<file path="src/rtl/approx_mul_pkg.sv">
// Shared mode encodings and the truncation-mask helper for the approximate multiplier.
// Partial products are at most 32 bits wide, which bounds the supported operand width.
package approx_mul_pkg;

    localparam logic [1:0] MODE_EXACT       = 2'd0;
    localparam logic [1:0] MODE_LOW_APPROX  = 2'd1;
    localparam logic [1:0] MODE_FULL_APPROX = 2'd2;
    localparam logic [1:0] MODE_DROP_LL     = 2'd3;

    // Ones everywhere except the low `trunc` bits.
    function automatic logic [31:0] approx_mask(input int unsigned trunc);
        approx_mask = ~((32'd1 << trunc) - 32'd1);
    endfunction

endpackage

</file>
<file path="src/rtl/approx_pp.sv">
// One H x H partial product, optionally truncated or forced to zero.
// Purely combinational; zero_en overrides approx_en.
module approx_pp
    import approx_mul_pkg::*;
#(
    parameter int unsigned H     = 4,
    parameter int unsigned TRUNC = 2
) (
    input  logic [H-1:0]   x,
    input  logic [H-1:0]   y,
    input  logic           approx_en,
    input  logic           zero_en,
    output logic [2*H-1:0] p
);

    localparam logic [31:0]    MASK32 = approx_mask(TRUNC);
    localparam logic [2*H-1:0] MASK   = MASK32[2*H-1:0];

    logic [2*H-1:0] prod;

    assign prod = {{H{1'b0}}, x} * {{H{1'b0}}, y};

    always_comb begin
        p = prod;
        if (zero_en) begin
            p = '0;
        end else if (approx_en) begin
            p = prod & MASK;
        end
    end

endmodule

</file>
<file path="src/rtl/approx_mul_pipe.sv">
// Three-stage pipelined quadrant multiplier with per-beat approximation mode,
// global-stall valid/ready flow control and a saturating approximate-result counter.
module approx_mul_pipe
    import approx_mul_pkg::*;
#(
    parameter int unsigned W     = 8,
    parameter int unsigned TRUNC = 2,
    parameter int unsigned TAG_W = 4,
    parameter int unsigned CNT_W = 16
) (
    input  logic             clk,
    input  logic             rst_n,
    input  logic             in_valid,
    output logic             in_ready,
    input  logic [W-1:0]     in_a,
    input  logic [W-1:0]     in_b,
    input  logic [1:0]       in_mode,
    input  logic [TAG_W-1:0] in_tag,
    output logic             out_valid,
    input  logic             out_ready,
    output logic [2*W-1:0]   out_prod,
    output logic [1:0]       out_mode,
    output logic [TAG_W-1:0] out_tag,
    input  logic             cnt_clr,
    output logic [CNT_W-1:0] approx_cnt
);

    localparam int unsigned H = W / 2;

    logic             en;
    logic             out_fire;

    logic             v1_q;
    logic [W-1:0]     a1_q;
    logic [W-1:0]     b1_q;
    logic [1:0]       mode1_q;
    logic [TAG_W-1:0] tag1_q;

    logic             v2_q;
    logic [W-1:0]     ll_q, lh_q, hl_q, hh_q;
    logic [1:0]       mode2_q;
    logic [TAG_W-1:0] tag2_q;

    logic [W-1:0]     ll_d, lh_d, hl_d, hh_d;
    logic             lo_approx, all_approx, drop_ll;
    logic [2*W-1:0]   sum_d;
    logic [CNT_W-1:0] cnt_d;

    // Whole pipe advances together; bubbles ride along rather than being squeezed out.
    assign en       = !out_valid || out_ready;
    assign in_ready = en;
    assign out_fire = out_valid && out_ready;

    assign lo_approx  = (mode1_q == MODE_LOW_APPROX) || (mode1_q == MODE_FULL_APPROX);
    assign all_approx = (mode1_q == MODE_FULL_APPROX);
    assign drop_ll    = (mode1_q == MODE_DROP_LL);

    approx_pp #(.H(H), .TRUNC(TRUNC)) u_pp_ll (
        .x(a1_q[H-1:0]), .y(b1_q[H-1:0]), .approx_en(lo_approx), .zero_en(drop_ll), .p(ll_d)
    );
    approx_pp #(.H(H), .TRUNC(TRUNC)) u_pp_lh (
        .x(a1_q[H-1:0]), .y(b1_q[W-1:H]), .approx_en(lo_approx), .zero_en(1'b0), .p(lh_d)
    );
    approx_pp #(.H(H), .TRUNC(TRUNC)) u_pp_hl (
        .x(a1_q[W-1:H]), .y(b1_q[H-1:0]), .approx_en(all_approx), .zero_en(1'b0), .p(hl_d)
    );
    approx_pp #(.H(H), .TRUNC(TRUNC)) u_pp_hh (
        .x(a1_q[W-1:H]), .y(b1_q[W-1:H]), .approx_en(all_approx), .zero_en(1'b0), .p(hh_d)
    );

    always_comb begin
        sum_d = {hh_q, {W{1'b0}}}
              + (({{W{1'b0}}, lh_q} + {{W{1'b0}}, hl_q}) << H)
              + {{W{1'b0}}, ll_q};
    end

    always_ff @(posedge clk or negedge rst_n) begin
        if (!rst_n) begin
            v1_q      <= 1'b0;
            a1_q      <= '0;
            b1_q      <= '0;
            mode1_q   <= '0;
            tag1_q    <= '0;
            v2_q      <= 1'b0;
            ll_q      <= '0;
            lh_q      <= '0;
            hl_q      <= '0;
            hh_q      <= '0;
            mode2_q   <= '0;
            tag2_q    <= '0;
            out_valid <= 1'b0;
            out_prod  <= '0;
            out_mode  <= '0;
            out_tag   <= '0;
        end else if (en) begin
            v1_q      <= in_valid;
            v2_q      <= v1_q;
            out_valid <= v2_q;
            if (in_valid) begin
                a1_q    <= in_a;
                b1_q    <= in_b;
                mode1_q <= in_mode;
                tag1_q  <= in_tag;
            end
            if (v1_q) begin
                ll_q    <= ll_d;
                lh_q    <= lh_d;
                hl_q    <= hl_d;
                hh_q    <= hh_d;
                mode2_q <= mode1_q;
                tag2_q  <= tag1_q;
            end
            if (v2_q) begin
                out_prod <= sum_d;
                out_mode <= mode2_q;
                out_tag  <= tag2_q;
            end
        end
    end

    // Clear wins over a same-cycle increment.
    always_comb begin
        cnt_d = approx_cnt;
        if (cnt_clr) begin
            cnt_d = '0;
        end else if (out_fire && (out_mode != MODE_EXACT) && (approx_cnt != {CNT_W{1'b1}})) begin
            cnt_d = approx_cnt + {{(CNT_W-1){1'b0}}, 1'b1};
        end
    end

    always_ff @(posedge clk or negedge rst_n) begin
        if (!rst_n) begin
            approx_cnt <= '0;
        end else begin
            approx_cnt <= cnt_d;
        end
    end

endmodule
</file>
<file path="config.mk">
export PLATFORM = sky130hd
export DESIGN_NAME = approx_mul_pipe
export DESIGN_NICKNAME = d
export VERILOG_FILES = /design/src/rtl/approx_mul_pkg.sv /design/src/rtl/approx_pp.sv /design/src/rtl/approx_mul_pipe.sv
export SDC_FILE = /design/constraint.sdc
export NUM_CORES = 1
export LEC_CHECK = 0
export CORE_AREA = 3 3 96 134
export DETAILED_ROUTE_END_ITERATION = 10
export DIE_AREA = 0 0 99 137
export DONT_BUFFER_PORTS = 1
export GPL_TIMING_DRIVEN = 1
export PLACE_DENSITY = 0.7
export SLEW_MARGIN = 0
export SYNTH_ARGS = -nofsm -noshare
export SYNTH_HDL_FRONTEND = slang
export SYNTH_SLANG_ARGS = --single-unit
</file>
<file path="constraint.sdc">
create_clock -name clk -period 4.2 [get_ports clk]
set_input_delay 0.84 -clock clk [delete_from_list [all_inputs] [get_ports clk]]
set_output_delay 0.84 -clock clk [all_outputs]
set_load 0.01 [all_outputs]
</file>
==> metrics.md, run 1 <==
| Metric | Value |
|---|---|
| Hold Path Class | `in2async` |
| Final Hold Viols | `0` |
| Largest net degree at the start of global routing | `102` |
| Top-count cell post-synth | `dfrtp_1` |
| CTS root buf | `clkbuf_16` |
| Critical Path Source | `lh_q[0]$_DFFE_PN0P_` |
| Final WL | `12,500 um` |
| Worst VDD drop | `287 uV` |
| Area delta synth->final | `5.99%` |
| Largest cells by area after synthesis | `dfrtp_1, ha_1, mux2_2` |
| Final number of max-transition violations | `0` |
| DR iter-0 viols | `147` |
| Worst reg-to-reg setup slack | `1.03 ns` |
| Synth async-reset ratio | `100%` |
| Total Die Area | `13,600 um^2` |
| Worst Path Max Fanout | `4` |
| Vias in the first global route | `4,499` |
| Post-synthesis sequential area ratio | `38.8%` |
| Post-CTS setup buffers | `0` |
| HPWL after DPL | `9490 um` |
| Hold_buf cts | `0` |
| Minimum clock period | `3.17 ns` |
| Area of the multi-input gates | `3790 um^2` |
| Post-synthesis adder-cell area fraction | `18.8%` |
| Ys Warns | `0` |
| Clock Skew | `0.0136 ns` |
| Critical Path AT | `3.40 ns` |
| Maximum root-to-sink buffer count | `2` |
| RSZ-0062 raised after global routing | `no` |
| Post_cts resized | `0` |
| Post-synth EDFFs | `0` |
| Post-synthesis compound-gate area fraction | `11.3%` |
| Routed Antenna Nets | `0` |
| Hold Slack | `0.178 ns` |
| Worst slew pin tran | `1.08 ns` |
| RR Startpoint | `lh_q[0]$_DFFE_PN0P_` |
| Die height | `137 um` |
| Diodes inserted | `0` |
| Setup TNS | `0 ns` |
| Critical Path Sink | `out_prod[13]$_DFFE_PN0P_` |
| Mapped Avg Cell Area | `10.4 um^2` |
| GP Congestion | `0.885` |
| Cell taking the most area after synthesis | `dfrtp_1` |
| Net count after synthesis | `743` |
| Leakage | `0.00332 uW` |
| Crit end category | `flop` |
| WS Path Type | `reg2reg` |
| Synth Area in Simple Gates | `14.8%` |
| R2R depth | `14` |
| Starting density of the core | `55.2%` |
| Vias | `4,453` |
| Clk pin slew, worst setup/hold paths | `0.07 ns` |
| Area share of the largest cell type after synthesis | `38.8%` |
| Chip Width | `99 um` |
| Sequential cell area | `2530 um^2` |
| CTS tree | `built` |
| CTS Sinks | `101` |
| Top cells by count, synth | `dfrtp_1, nand2_1, ha_1` |
| Total Routing Usage GR | `19.5%` |
| Row count | `47` |
| Core Footprint | `11,800 um^2` |
| Post-synthesis mux area share | `7.89%` |
| I/O pin cnt | `67` |
| RR Endpoint | `out_prod[13]$_DFFE_PN0P_` |
| Mapped Cells | `629` |
| Max-Cap Viols | `0` |
| Filler cells | `993` |
| Global-route wire length before repair | `21,300 um` |
| Primary FF master, synth | `dfrtp_1` |
| Total grt overflow | `0` |
| FMAX | `315 MHz` |
| Initial antenna violation count | `0` |
| Synth unique cells | `51` |
| Clk_lat worst skew | `0.36 ns` |
| Status | `completed` |
| Drc violations | `0` |
| XOR/XNOR share of the synthesized area | `5.24%` |
| H-tree depth | `3` |
| Largest family of logic cells by synthesized area | `adder cells` |
| CTS Buf Count | `9` |
| Final worst path period share | `75.6%` |
| Worst setup SP type | `flop` |
| Post-synthesis instance area | `6520 um^2` |
| Crit path required time | `4.43 ns` |
| TritonRoute pass-1 iters | `4` |
| Ratio of cells with drive above 1 in the final layout | `11.4%` |
| Post-DR wirelength/cell | `16.1 um` |
| Layout Nets | `738` |
| Slew margin rel. | `27.9%` |
| FF+latch count, synth | `101` |
| Via density | `5.74` |
| Buffers added on ports | `0` |
| PwrDens | `738 nW/um^2` |
| Final setup fails | `0` |
[logic make-up after synthesis]
family / count (synthesis)
DFF: 101
muxes: 46
xor gates and xnor gates: 39
and+or+nand+nor: 191
AOI/OAI and AO/OA: 115
buffers and inverters: 50
adders and majority gates: 87
[stage by stage]
step	std cells	setup slack (ns)	area, um^2	power [uW]	utilization (%)
after CTS	776	0.978	6910	5160	58.5
after global placement	760	1.17	6630	4190	56.0
final	776	1.03	6910	5100	58.5
after floorplan	629	1.37	6520	3720	-
after detailed placement	760	1.01	6630	4310	56.0
after global routing	776	0.692	6910	5610	58.5
[sequential cells by signal, summed over array words and instances, names as in the netlist]
| signal | count |
|---|---|
| mode1_q | 2 |
| out_valid | 1 |
| a1_q | 8 |
| approx_cnt | 16 |
| out_prod | 16 |
| lh_q | 8 |
| tag1_q | 4 |
| out_mode | 2 |
| v1_q | 1 |
| out_tag | 4 |
| b1_q | 8 |
| tag2_q | 4 |
| hl_q | 8 |
| ll_q | 8 |
| mode2_q | 2 |
| hh_q | 8 |
| v2_q | 1 |
[layer usage]
layer	up-vias	routed length [um]	GRT usage, %
li1	2172	-	-
met1	2180	5390	23.8
met2	82	6370	34.2
met3	19	463	3.98
met4	0	261	6.83
met5	-	0	0
[cells in the final DEF, fill, tap and decap left out, types with 7 or more instances in the layout]
cell / instances
dfrtp_1: 101
o21ai_0: 44
inv_1: 34
xnor2_1: 10
and2_1: 45
a21oi_1: 20
fa_1: 18
nor3_1: 7
a211oi_1: 10
clkbuf_16: 9
ha_1: 69
a21o_1: 10
xor2_1: 29
mux2_2: 43
o211ai_1: 8
nor2_1: 27
nand2_1: 73
o31ai_1: 7
[how the worst min path moves through the flow]
stage | cells past startpoint | start | slack (ns) | to
floorplan | 2 | ll_q[0]$_DFFE_PN0P_ | 0.44 | ll_q[0]$_DFFE_PN0P_
global placement | 2 | mode2_q[0]$_DFFE_PN0P_ | 0.46 | mode2_q[0]$_DFFE_PN0P_
detailed placement | 2 | ll_q[3]$_DFFE_PN0P_ | 0.47 | ll_q[3]$_DFFE_PN0P_
CTS | 0 | rst_n | 0.16 | approx_cnt[2]$_DFFE_PN0P_
global route | 0 | rst_n | 0.16 | approx_cnt[10]$_DFFE_PN0P_
finish | 0 | rst_n | 0.18 | out_prod[12]$_DFFE_PN0P_
[where the power goes]
group	switching, uW	total [uW]	internal (uW)
Clock	396	812	416
Combinational	1400	2590	1190
Sequential	382	1700	1310
[layout make-up]
| cell class | count | share of cell area [%] |
|---|---|---|
| multi-input combinational | 478 | 54.8 |
| clock buffer | 9 | 3.26 |
| sequential | 101 | 36.6 |
| clock inverter | 7 | 0.887 |
| inverter | 34 | 1.85 |
| tap | 147 | 2.66 |
[critical path, stage by stage (launching register included)]
cell and delay, ns:
dfrtp_1 0.41, ha_1 0.21, inv_1 0.06, fa_1 0.19, nor2b_1 0.05, o21ai_0 0.20
a21oi_1 0.12, a211oi_1 0.29, xnor2_1 0.17, ha_1 0.29, a21oi_1 0.24, nor2_1 0.08
a211oi_1 0.40, a2bb2oi_1 0.22, o211ai_1 0.11
(Power assumes the default switching activity.)
==> run 2: changes to the inputs <==
- PLACE_DENSITY: 0.7 -> 0.73
- clock period: 4.2 -> 2.6 ns (I/O delays scaled with it)
==> run 2 against run 1 <==
Against the previous run:
- the run now ends with hold timing, setup timing left
- die area did not move
- critical endpoint is now hl_q[7]$_DFFE_PN0P_
- first-iteration DRC count rose by 22%
- wire length rose by 17%
- worst hold slack got worse by 0.31 ns
- setup slack got worse by 1.3 ns
- register-to-register slack got worse by 1.3 ns
- global-route usage rose by 1.9 points
- clock skew fell by 0.0025 ns
- critical path type unchanged
- flip-flop and latch count did not move
- utilization rose by 8.7 points
- critical path depth fell by 4
- largest cell class unchanged
- sequential power rose by 61%
==> metrics.md, run 2 (synthesis gave the netlist of run 1 again) <==
| Metric | Value |
|---|---|
| Worst setup SP type | `flop` |
| Worst reg-to-reg setup slack | `-0.25 ns` |
| Net switching fraction of the power | `41.4%` |
| Post-DR wirelength/cell | `17.3 um` |
| Tot Pwr | `10,300 uW` |
| FMAX | `351 MHz` |
| Chip Width | `99 um` |
| Final Hold Viols | `101` |
| Clk pin slew, worst setup/hold paths | `0.07 ns` |
| Worst slew pin tran | `0.673 ns` |
| Power share of the clock group | `13.7%` |
| Final setup fails | `15` |
| Fraction of power consumed by combinational cells | `59.8%` |
| Max-Cap Viols | `0` |
| CTS tree | `built` |
| RSZ-0062 raised after global routing | `yes` |
| Dpl cell area | `7090 um^2` |
| Largest regs | `approx_cnt x16, out_prod x16` |
| Non-Filler Instances | `849` |
| H-tree depth | `3` |
| Initial antenna violation count | `1` |
| Maximum root-to-sink buffer count | `2` |
| Die height | `137 um` |
| GP Congestion | `0.924` |
| Critical Path AT | `3.08 ns` |
| Clk_lat worst skew | `0.35 ns` |
| Worst Path Max Fanout | `7` |
| Worst VDD drop | `640 uV` |
| Minimum clock period | `2.85 ns` |
| Row count | `47` |
| Filler cells | `852` |
| Layout Nets | `810` |
| WS Path Type | `reg2reg` |
| Status | `complete, but fails checks` |
| Final Util | `67.2%` |
| Leakage | `0.00369 uW` |
| Flop pwr share | `26.5%` |
| Commonest non-fill, non-tap cells in the layout | `dfrtp_1, buf_4, nand2_1, ha_1, and2_1` |
| PwrDens | `1300 nW/um^2` |
| Final number of max-transition violations | `0` |
| HPWL after DPL | `10,900 um` |
| Commonest non-fill, non-tap cell in the layout | `dfrtp_1` |
| Pint | `6060 uW` |
| Crit path required time | `2.83 ns` |
| Drc violations | `0` |
| Crit end category | `flop` |
| Vias | `4,752` |
| Ratio of cells with drive above 1 in the final layout | `33.2%` |
| Final setup margin | `-0.247 ns` |
| Total grt overflow | `0` |
| CTS Sinks | `101` |
| Final WL | `14,700 um` |
| Buffers added on ports | `0` |
| Area delta synth->final | `21.8%` |
| Via density | `5.60` |
| Final worst path period share | `110%` |
| Failing checks | `hold timing, setup timing` |
| Largest net degree at the start of global routing | `102` |
| Placed Cells | `813` |
| TritonRoute pass-1 iters | `4` |
| Core Footprint | `11,800 um^2` |
| Clock Skew | `0.0111 ns` |
| Hold Path Class | `in2async` |
| Global-route wire length before repair | `23,300 um` |
| Hold Slack | `-0.136 ns` |
| Post-route design area | `7940 um^2` |
| CTS root buf | `clkbuf_16` |
| Slew margin rel. | `55.0%` |
| Total Routing Usage GR | `21.3%` |
| Total Die Area | `13,600 um^2` |
| CTS Buf Count | `9` |
| Starting density of the core | `55.2%` |
| Routed Antenna Nets | `0` |
| DR iter-0 viols | `179` |
| I/O pin cnt | `67` |
| Sw power | `4280 uW` |
| Vias in the first global route | `4,951` |
## run 2: cell count changes in the layout (fill, tap and decap cells not counted), moves of 10 or more
cell | before | now
a21oi_1 | 20 | 4
a21oi_2 | 0 | 15
buf_4 | 0 | 65
dfrtp_1 | 101 | 91
dfrtp_2 | 0 | 10
ha_1 | 69 | 51
ha_4 | 0 | 15
nand2_1 | 73 | 61
nand2_2 | 1 | 11
o21ai_0 | 44 | 25
o21ai_1 | 0 | 16
## run 2: what timing repair did
| item | CTS | global route |
|---|---|---|
| gates cloned | 0 | 0 |
| pin swaps | 41 | 43 |
| hold endpoints to repair | 101 | 101 |
| buffers inserted | 8 | 13 |
| endpoints found under the setup margin | 20 | 22 |
| resized for setup | 47 | 57 |
## run 2: power by group through the flow
stage	Clock [uW]	Combinational, uW	Sequential [uW]
global route	1490	6830	2810
finish	1420	6190	2740
CTS	1440	5390	2740
global placement	0	4830	2720
detailed placement	0	5020	2750
floorplan	0	3560	2560
## run 2: through the flow
step	worst slack, ns	TNS, ns
after floorplan	-0.0389	-0.0924
after global placement	-0.187	-1.63
after detailed placement	-0.288	-2.76
after CTS	-0.212	-1.62
after global routing	-0.404	-4.08
final	-0.247	-1.78
## run 2: cell type report
class	instances	area, um^2	area share, %
Inverter	34	128	1.61
Antenna cell	1	2.50	0.0315
Timing Repair Buffer	72	567	7.14
Multi-Input combinational cell	478	4200	52.9
Sequential cell	101	2540	32.0
Clock inverter	7	90.1	1.13
Clock buffer	9	225	2.84
Tap cell	147	184	2.32
## run 2: routing by layer
metal / up-vias / GRT usage, % / share of wire [%]
met5: - / 0 / 0
met4: 0 / 10.1 / 3.5
met3: 25 / 3.31 / 2.8
met2: 82 / 38.3 / 53
met1: 2330 / 24.7 / 41
li1: 2315 / - / -
## run 2: path summary, 6_finish.rpt
path | depth (start not counted) | endpoint | from
worst max-delay path | 10 | hl_q[7]$_DFFE_PN0P_ | b1_q[2]$_DFFE_PN0P_
worst max register to register | 10 | hl_q[7]$_DFFE_PN0P_ | b1_q[2]$_DFFE_PN0P_
worst min register to register | 2 | ll_q[0]$_DFFE_PN0P_ | ll_q[0]$_DFFE_PN0P_
min in group clk | 1 | approx_cnt[4]$_DFFE_PN0P_ | cnt_clr
max in group asynchronous | 0 | b1_q[6]$_DFFE_PN0P_ | rst_n
worst min-delay path | 0 | a1_q[5]$_DFFE_PN0P_ | rst_n
## run 2: worst max-delay path: stages (launching register included)
cell     delay (ns)
dfrtp_2        0.46
nand2_2        0.09
fa_1           0.50
inv_1          0.05
fa_1           0.47
ha_1           0.30
a21o_1         0.21
a31o_2         0.21
a21oi_2        0.14
xor2_1         0.21
o21ai_1        0.09
==> run 3: changes to the inputs <==
- CORE_AREA: 3 3 96 134 -> 3 3 118 166
- DIE_AREA: 0 0 99 137 -> 0 0 121 169
- PLACE_DENSITY: 0.73 -> default
==> run 3 against run 2 <==
Against the previous run:
- the run still ends with hold timing, setup timing left
- worst hold slack improved by 0.0064 ns
- clock power decreased by 7%
- first-iteration DRC count decreased by 4.5%
- cell area decreased by 0.35%
- sequential power about the same
- critical path type unchanged
- largest cell class unchanged
- largest power group unchanged
- highest routed layer unchanged
==> metrics.md, run 3 (synthesis gave the netlist of run 1 again) <==
| Metric | Value |
|---|---|
| Status | `complete, but fails checks` |
| Failing checks | `hold timing, setup timing` |
| Commonest non-fill, non-tap cells in the layout | `dfrtp_1, buf_4, nand2_1, ha_1` |
| Hold Path Class | `in2async` |
| Post-DR wirelength/cell | `15.5 um` |
| GP Congestion | `0.817` |
| Max-Cap Viols | `0` |
| Starting density of the core | `35.5%` |
| Area delta synth->final | `21.3%` |
| Final WL | `14,700 um` |
| PwrDens | `1260 nW/um^2` |
| I/O pin cnt | `67` |
| CTS Sinks | `101` |
| Dpl cell area | `7250 um^2` |
| Final Hold Viols | `101` |
| Crit path required time | `2.83 ns` |
| Layout Nets | `811` |
| Die height | `169 um` |
| Total Routing Usage GR | `14.4%` |
| Commonest non-fill, non-tap cell in the layout | `dfrtp_1` |
| Post-route design area | `7910 um^2` |
| CTS Buf Count | `9` |
| H-tree depth | `3` |
| Worst slew pin tran | `0.765 ns` |
| TritonRoute pass-1 iters | `4` |
| Worst VDD drop | `470 uV` |
| Initial antenna violation count | `0` |
| Vias in the first global route | `4,949` |
| Area of the multi-input gates | `4080 um^2` |
| DR iter-0 viols | `171` |
| Clock Skew | `0.0114 ns` |
| HPWL after DPL | `11,300 um` |
| Crit end category | `flop` |
| Maximum root-to-sink buffer count | `2` |
| Largest regs | `approx_cnt x16, out_prod x16` |
| Worst setup SP type | `flop` |
| Total Die Area | `20,400 um^2` |
| Final Util | `43.0%` |
| Diodes inserted | `0` |
| Filler cells | `1,712` |
| Core Footprint | `18,400 um^2` |
| Post-Place Setup Slack | `-0.344 ns` |
| Buffers added on ports | `0` |
| Minimum clock period | `2.90 ns` |
| Critical Path AT | `3.13 ns` |
| CTS root buf | `clkbuf_16` |
| Final worst path period share | `112%` |
| Final setup margin | `-0.304 ns` |
| FMAX | `344 MHz` |
| Routed Antenna Nets | `0` |
| Drc violations | `0` |
| RSZ-0062 raised after global routing | `yes` |
| Leakage | `0.00369 uW` |
| Ratio of cells with drive above 1 in the final layout | `31.6%` |
| Hold Slack | `-0.130 ns` |
| Row count | `59` |
| CTS tree | `built` |
| Via density | `4.97` |
| WS Path Type | `reg2reg` |
| Total grt overflow | `0` |
| Worst Path Max Fanout | `3` |
| Largest net degree at the start of global routing | `102` |
| Vias | `4,703` |
| Clk pin slew, worst setup/hold paths | `0.07 ns` |
| Chip Width | `121 um` |
| Clk_lat worst skew | `0.34 ns` |
| Global-route wire length before repair | `24,100 um` |
| Tot Pwr | `9960 uW` |
| Sequential cell area | `2540 um^2` |
| Final setup fails | `15` |
| Slew margin rel. | `48.8%` |
| Final number of max-transition violations | `0` |
[run 3: per-layer routing]
| layer | routed length, um | vias up | track usage, % |
|---|---|---|---|
| met5 | 0 | - | 0 |
| met4 | 209 | 0 | 3.55 |
| met3 | 543 | 15 | 2.81 |
| met2 | 8110 | 73 | 27.9 |
| met1 | 5800 | 2295 | 15.9 |
| li1 | - | 2320 | - |
[run 3: path summary, 6_finish.rpt]
| check | from | endpoint | slack (ns) | depth (start not counted) |
|---|---|---|---|---|
| max | lh_q[1]$_DFFE_PN0P_ | out_prod[14]$_DFFE_PN0P_ | -0.30 | 11 |
| min | rst_n | out_prod[12]$_DFFE_PN0P_ | -0.13 | 0 |
| max reg2reg | lh_q[1]$_DFFE_PN0P_ | out_prod[14]$_DFFE_PN0P_ | -0.30 | 11 |
| min reg2reg | ll_q[2]$_DFFE_PN0P_ | ll_q[2]$_DFFE_PN0P_ | 0.49 | 2 |
| max in group asynchronous | rst_n | b1_q[6]$_DFFE_PN0P_ | 2.54 | 0 |
| min in group clk | cnt_clr | approx_cnt[13]$_DFFE_PN0P_ | 0.23 | 1 |
[run 3: metrics by stage]
| stage | cells | TNS, ns |
|---|---|---|
| floorplan | 629 | -0.0924 |
| global placement | 915 | -2.03 |
| detailed placement | 915 | -2.97 |
| CTS | 941 | -1.23 |
| global route | 946 | -3.80 |
| finish | 946 | -1.69 |
[run 3: cell type report]
| class | instances | area share, % |
|---|---|---|
| clock buffers | 10 | 3.02 |
| flip-flops and latches | 101 | 32.1 |
| multi-input cells | 478 | 51.5 |
| repair buffers | 73 | 7.16 |
| clock inverters | 6 | 0.727 |
| well taps | 244 | 3.86 |
| inverters | 34 | 1.61 |
[run 3: repair_timing]
item,CTS,global route
resized for setup,54,31
endpoints found under the setup margin,20,23
setup buffers,10,7
endpoints found under the hold margin,101,101
pin swaps,39,38
[run 3: critical path: stages (launching register included)]
cell	delay (ns)
dfrtp_1	0.40
ha_1	0.31
a21oi_2	0.17
o211ai_1	0.15
nor4_1	0.27
nor3_1	0.12
xor2_1	0.16
ha_1	0.33
a211o_1	0.31
o311ai_2	0.25
mux2i_1	0.23
nand3_1	0.08
[run 3: where the power goes]
group	leakage (uW)	switching (uW)	internal, uW
registers	0.00126	608	2130
logic	0.00228	2900	2990
clock network	0.000144	626	694
total	0.00369	4140	5820
